File: src/rtl/clock_pkg.sv
// Shared calendar definitions for the century clock: field widths, month
// constants and the days-per-month lookup.
package clock_pkg;

  localparam int DAY_W   = 5;
  localparam int MONTH_W = 4;

  localparam logic [MONTH_W-1:0] JAN = 4'd1;
  localparam logic [MONTH_W-1:0] FEB = 4'd2;
  localparam logic [MONTH_W-1:0] MAR = 4'd3;
  localparam logic [MONTH_W-1:0] APR = 4'd4;
  localparam logic [MONTH_W-1:0] MAY = 4'd5;
  localparam logic [MONTH_W-1:0] JUN = 4'd6;
  localparam logic [MONTH_W-1:0] JUL = 4'd7;
  localparam logic [MONTH_W-1:0] AUG = 4'd8;
  localparam logic [MONTH_W-1:0] SEP = 4'd9;
  localparam logic [MONTH_W-1:0] OCT = 4'd10;
  localparam logic [MONTH_W-1:0] NOV = 4'd11;
  localparam logic [MONTH_W-1:0] DEC = 4'd12;

  function automatic logic [DAY_W-1:0] days_in_month(input logic [MONTH_W-1:0] month,
                                                     input logic leap);
    case (month)
      FEB:                days_in_month = leap ? 5'd29 : 5'd28;
      APR, JUN, SEP, NOV: days_in_month = 5'd30;
      default:            days_in_month = 5'd31;
    endcase
  endfunction

endpackage

File: src/rtl/leap_year_detect.sv
// Combinational Gregorian leap-year test on the current year value.
module leap_year_detect #(
  parameter int YEAR_W = 16
) (
  input  logic [YEAR_W-1:0] year,
  output logic              leap
);

  localparam logic [YEAR_W-1:0] Y4   = YEAR_W'(4);
  localparam logic [YEAR_W-1:0] Y100 = YEAR_W'(100);
  localparam logic [YEAR_W-1:0] Y400 = YEAR_W'(400);

  logic div4, div100, div400;

  assign div4   = (year % Y4)   == '0;
  assign div100 = (year % Y100) == '0;
  assign div400 = (year % Y400) == '0;
  assign leap   = div4 && (!div100 || div400);

endmodule

File: src/rtl/date_counter.sv
// Day/month calendar stage: advances the date on day carries and front-panel
// set pulses, and emits a one-cycle year carry on the 31 Dec rollover.
module date_counter
  import clock_pkg::*;
#(
  parameter int YEAR_W = 16
) (
  input  logic              clk,
  input  logic              rst_n,
  input  logic              count_day,
  input  logic              set_day,
  input  logic              set_month,
  input  logic [YEAR_W-1:0] year,
  output logic [4:0]        day,
  output logic [3:0]        month,
  output logic              count_year
);

  logic                 leap_now;
  logic                 leap_q;
  logic [DAY_W-1:0]     dim;
  logic [DAY_W-1:0]     dim_inc;
  logic [MONTH_W-1:0]   month_inc;
  logic [DAY_W-1:0]     day_next;
  logic [MONTH_W-1:0]   month_next;
  logic                 count_year_next;

  leap_year_detect #(
    .YEAR_W (YEAR_W)
  ) u_leap (
    .year (year),
    .leap (leap_now)
  );

  // Next-state mux; priority is count_day, then set_month, then set_day.
  always_comb begin
    dim             = days_in_month(month, leap_q);
    month_inc       = (month >= DEC) ? JAN : month + 4'd1;
    dim_inc         = days_in_month(month_inc, leap_q);
    day_next        = day;
    month_next      = month;
    count_year_next = 1'b0;

    if (month == 4'd0 || month > DEC) begin
      month_next = JAN;
    end else if (count_day) begin
      if (day >= dim) begin
        day_next        = 5'd1;
        month_next      = month_inc;
        count_year_next = (month == DEC);
      end else begin
        day_next = day + 5'd1;
      end
    end else if (set_month) begin
      month_next = month_inc;
      day_next   = (day > dim_inc) ? dim_inc : day;
    end else if (set_day) begin
      day_next = (day >= dim) ? 5'd1 : day + 5'd1;
    end else if (day > dim) begin
      // A year change can invalidate 29 Feb once leap_q drops.
      day_next = dim;
    end else if (day == 5'd0) begin
      day_next = 5'd1;
    end
  end

  always_ff @(posedge clk or negedge rst_n) begin
    if (!rst_n) begin
      leap_q     <= 1'b1;
      day        <= 5'd1;
      month      <= JAN;
      count_year <= 1'b0;
    end else begin
      leap_q     <= leap_now;
      day        <= day_next;
      month      <= month_next;
      count_year <= count_year_next;
    end
  end

endmodule
File: config.mk
export PLATFORM = sky130hd
export DESIGN_NAME = date_counter
export DESIGN_NICKNAME = d
export VERILOG_FILES = /design/src/rtl/clock_pkg.sv /design/src/rtl/leap_year_detect.sv /design/src/rtl/date_counter.sv
export SDC_FILE = /design/constraint.sdc
export NUM_CORES = 1
export LEC_CHECK = 0
export ABC_AREA = 1
export ABC_CLOCK_PERIOD_IN_PS = 2620
export BUFFER_PORTS_ARGS = -buffer_cell sky130_fd_sc_hd__buf_4
export CORE_ASPECT_RATIO = 2
export CORE_MARGIN = 4
export CORE_UTILIZATION = 50
export CTS_CLUSTER_SIZE = 25
export DETAILED_ROUTE_END_ITERATION = 16
export MAX_ROUTING_LAYER = met4
export PLACE_DENSITY = 0.77
export SYNTH_ARGS = -nofsm -noshare
export SYNTH_HDL_FRONTEND = slang
export SYNTH_SLANG_ARGS = --single-unit
File: constraint.sdc
create_clock -name clk -period 2.62 [get_ports clk]
set_input_delay 0.262 -clock clk [delete_from_list [all_inputs] [get_ports clk]]
set_output_delay 0.262 -clock clk [all_outputs]
set_load 0.01 [all_outputs]
==> impl_metrics.ini <==
[outcome]
run_status = finished, violations left
failed_checks = setup timing

[detailed_routing]
via_count = 3320
wl_um = 7716
drc = 0
viasPerCell = 5.589
first_pass_iters = 6
drtAntennaViolNets = 0
wire_per_inst_um = 12.99
drt_iter0_markers = 165

[global_routing]
grt_use_total = 0.2369
grtUsageMet3 = 0.01540
top_usage_layer = met2
grt_pass1_wl_um = 12170
grtUsageMet2 = 0.4872
grt_pass1_vias = 3199
use_met1 = 0.2011
antenna_found_initial = 0
grt_max_degree = 12
grt-ovfl-total = 0

[clock_network]
cts_sinks = 11
clk_path_buf_depth = 2
clk_latency_ns = 0.23
ctsHtreeMaxLevel = 1
tritoncts = yes
clock-root-buffer = clkbuf_8
cts.clk_slew.worst_paths_ns = 0.05
cts_made_buffers = 3

[yosys]
synth_xor_xnor_area_share = 0.01370
synth_top_area_frac = 0.1835
synthTopCellsByArea = nand2_1 18%, inv_1 10%, dfrtp_1 7.8%, nand3_1 7.2%, nand2_2 6.6%
synth-compound-area-share = 0.1463
ys_ff_latch = 11
avgSynthCellArea_um2 = 5.826
syn_nets = 470
synthCells = 439
synth_fa_ha_area_frac = 0.04892
yosysSeqAreaShare = 0.1091
synth_mux_area_frac = 0
synth-simple-area-share = 0.5631
ys.warnings.count = 0
synth_cell_type_count = 39
synth_top_family_by_area = simple AND/OR/NAND/NOR gates
yosysTopAreaCell = nand2_1
syn_area_um2 = 2557

[floorplan]
rows = 36
die-area_um2 = 6392
core-area_um2 = 4910
die_h_um = 109.1
die_w_um = 58.57
ioPinCount = 31
start_util = 0.5209

[layout]
drive_above_1_share = 0.4469
diodes = 0
n_fill_cell = 380
stdcell_area_um2 = 3721
utilization = 0.7579
layout.nets = 569
area_growth_pct = 45.50

[sta]
rsz0062_at_grt = true
setup_ws_ns = -1.800
drv_slew = 0
period_share = 1.687
final.min_clock_period_ns = 4.420
worst_pin_slew_ns = 0.3433
max_freq_mhz = 226.2
slew_headroom = 0.7682
finalSetupViolations = 1
finalHoldViolCount = 0
finClkSkew_ns = 0.008233
fin_hold_ws_ns = 0.2692
timing.setup.tns_ns = -1.800

[critical_path]
regToRegEndpoint = day[0]$_DFFE_PN1P_
critPathRequiredTime_ns = 2.78
crit_top_cell = nand2_1
critPathSlowestCell = o21ai_4
worst-r2r-setup-slack_ns = 0.01
start_kind = primary input
setup.worst_path.class = in -> reg
end_kind = flip-flop
arrival_ns = 4.58
slowest_delay_ns = 0.19
crit_fanout = 5
reg2regPathDepth = 16
r2r_start = month[0]$_DFFE_PN1P_

[worst_hold_path]
hold_class = in -> reg
hold_path_end = leap_q$_DFF_PN1_
hold_start = year[0]
whs_path_depth = 3

[place]
portBuffers = 30
post_dp_cell_area_um2 = 3264
dp_hpwl_um = 5766
place_congestion = 0.9749

[run]
maxCapViolations = 0
==> critical path: cells and delay by family <==
kind | cells | cell delay (ns)
buffers and inverters | 2 | 0.17
AO/OA/AOI/OAI | 2 | 0.25
AND/OR/NAND/NOR | 44 | 3.90
==> cells in the mapped netlist <==
library cell	count
o21ai_2	3
nor2_2	5
buf_4	1
a311oi_1	1
dfstp_2	3
o21ai_1	9
or2_2	3
inv_1	69
o21ai_4	1
nand4_1	13
o21a_1	1
a21oi_2	2
nand3_2	8
nand2_2	27
o22ai_1	2
a31oi_1	5
o311ai_0	2
a22oi_1	1
nand3_4	3
nand4_4	1
o211ai_1	2
nand3_1	37
xnor2_1	2
nor4_1	1
nand2_4	9
o21ai_0	24
nand2_1	125
nor2_4	5
xor2_1	2
ha_1	10
o21bai_1	1
a21o_1	1
inv_2	10
nor2_1	28
o2bb2ai_1	1
nor3_1	5
nand4_2	3
dfrtp_1	8
a21oi_1	5
==> metrics by stage <==
step | cells | setup slack, ns
after floorplan | 439 | -1.438
after global placement | 579 | -1.876
after detailed placement | 579 | -2.048
after CTS | 587 | -1.668
after global routing | 594 | -2.146
final | 594 | -1.800
==> per-layer routing <==
| metal | wire length (um) | part of all wire |
|---|---|---|
| met5 | 0 | 0 |
| met4 | 456 | 0.059 |
| met3 | 239 | 0.031 |
| met2 | 4527 | 0.59 |
| met1 | 2492 | 0.32 |
==> cell usage in the layout (no fill, tap or decap), drive strengths merged <==
master,count
nand2,161
buf,94
inv,79
nand3,48
nor2,38
o21ai,37
nand4,17
ha,10
dfrtp,8
a21oi,7
a31oi,5
nor3,5
clkbuf,4
or2,3
dfstp,3
o211ai,2
xnor2,2
xor2,2
o311ai,2
o22ai,2
nor4,1
a311oi,1
a21o,1
a22oi,1
o2bb2ai,1
o21bai,1
o21a,1
dlygate4sd3,1
==> state kept, by name, summed over array words and instances, names as in the netlist <==
register    flops
leap_q          1
count_year      1
month           4
day             5
==> cell families after synthesis <==
kind of cell,Yosys count
AND/OR/NAND/NOR,273
XOR/XNOR,4
AO/OA/AOI/OAI,61
buffers and inverters,80
flip-flops,11
adder cells (fa/ha/maj),10
==> layout make-up <==
| class | instances | area (um2) | area share |
|---|---|---|---|
| multi-input combinational | 348 | 2291 | 0.6157 |
| timing repair buffer | 95 | 732.0 | 0.1967 |
| inverter | 79 | 301.5 | 0.08104 |
| sequential | 11 | 280.3 | 0.07532 |
| tap | 57 | 71.32 | 0.01917 |
| clock buffer | 4 | 45.04 | 0.01210 |
==> how the worst max path moves through the flow <==
stage          slack, ns      from  cells past startpoint          endpoint
2_1_floorplan      -1.44  year[14]                     46  leap_q$_DFF_PN1_
3_3_place_gp       -1.88  year[13]                     39  leap_q$_DFF_PN1_
3_5_place_dp       -2.05  year[13]                     44  leap_q$_DFF_PN1_
4_1_cts            -1.67  year[14]                     45  leap_q$_DFF_PN1_
5_1_grt            -2.15  year[15]                     48  leap_q$_DFF_PN1_
6_report           -1.80  year[15]                     48  leap_q$_DFF_PN1_
==> repair_timing <==
item / CTS / global route
buffers inserted: 3 / 8
setup endpoints to repair: 1 / 10
gates cloned: 0 / 0
hold buffers: 1 / 0
endpoints found under the hold margin: 8 / 0
pin swaps: 11 / 39
gates resized for setup: 17 / 77
Power is left out: the tool's default activity adds up to more than one toggle a clock period on the data nets, which glitch-free logic cannot reach.
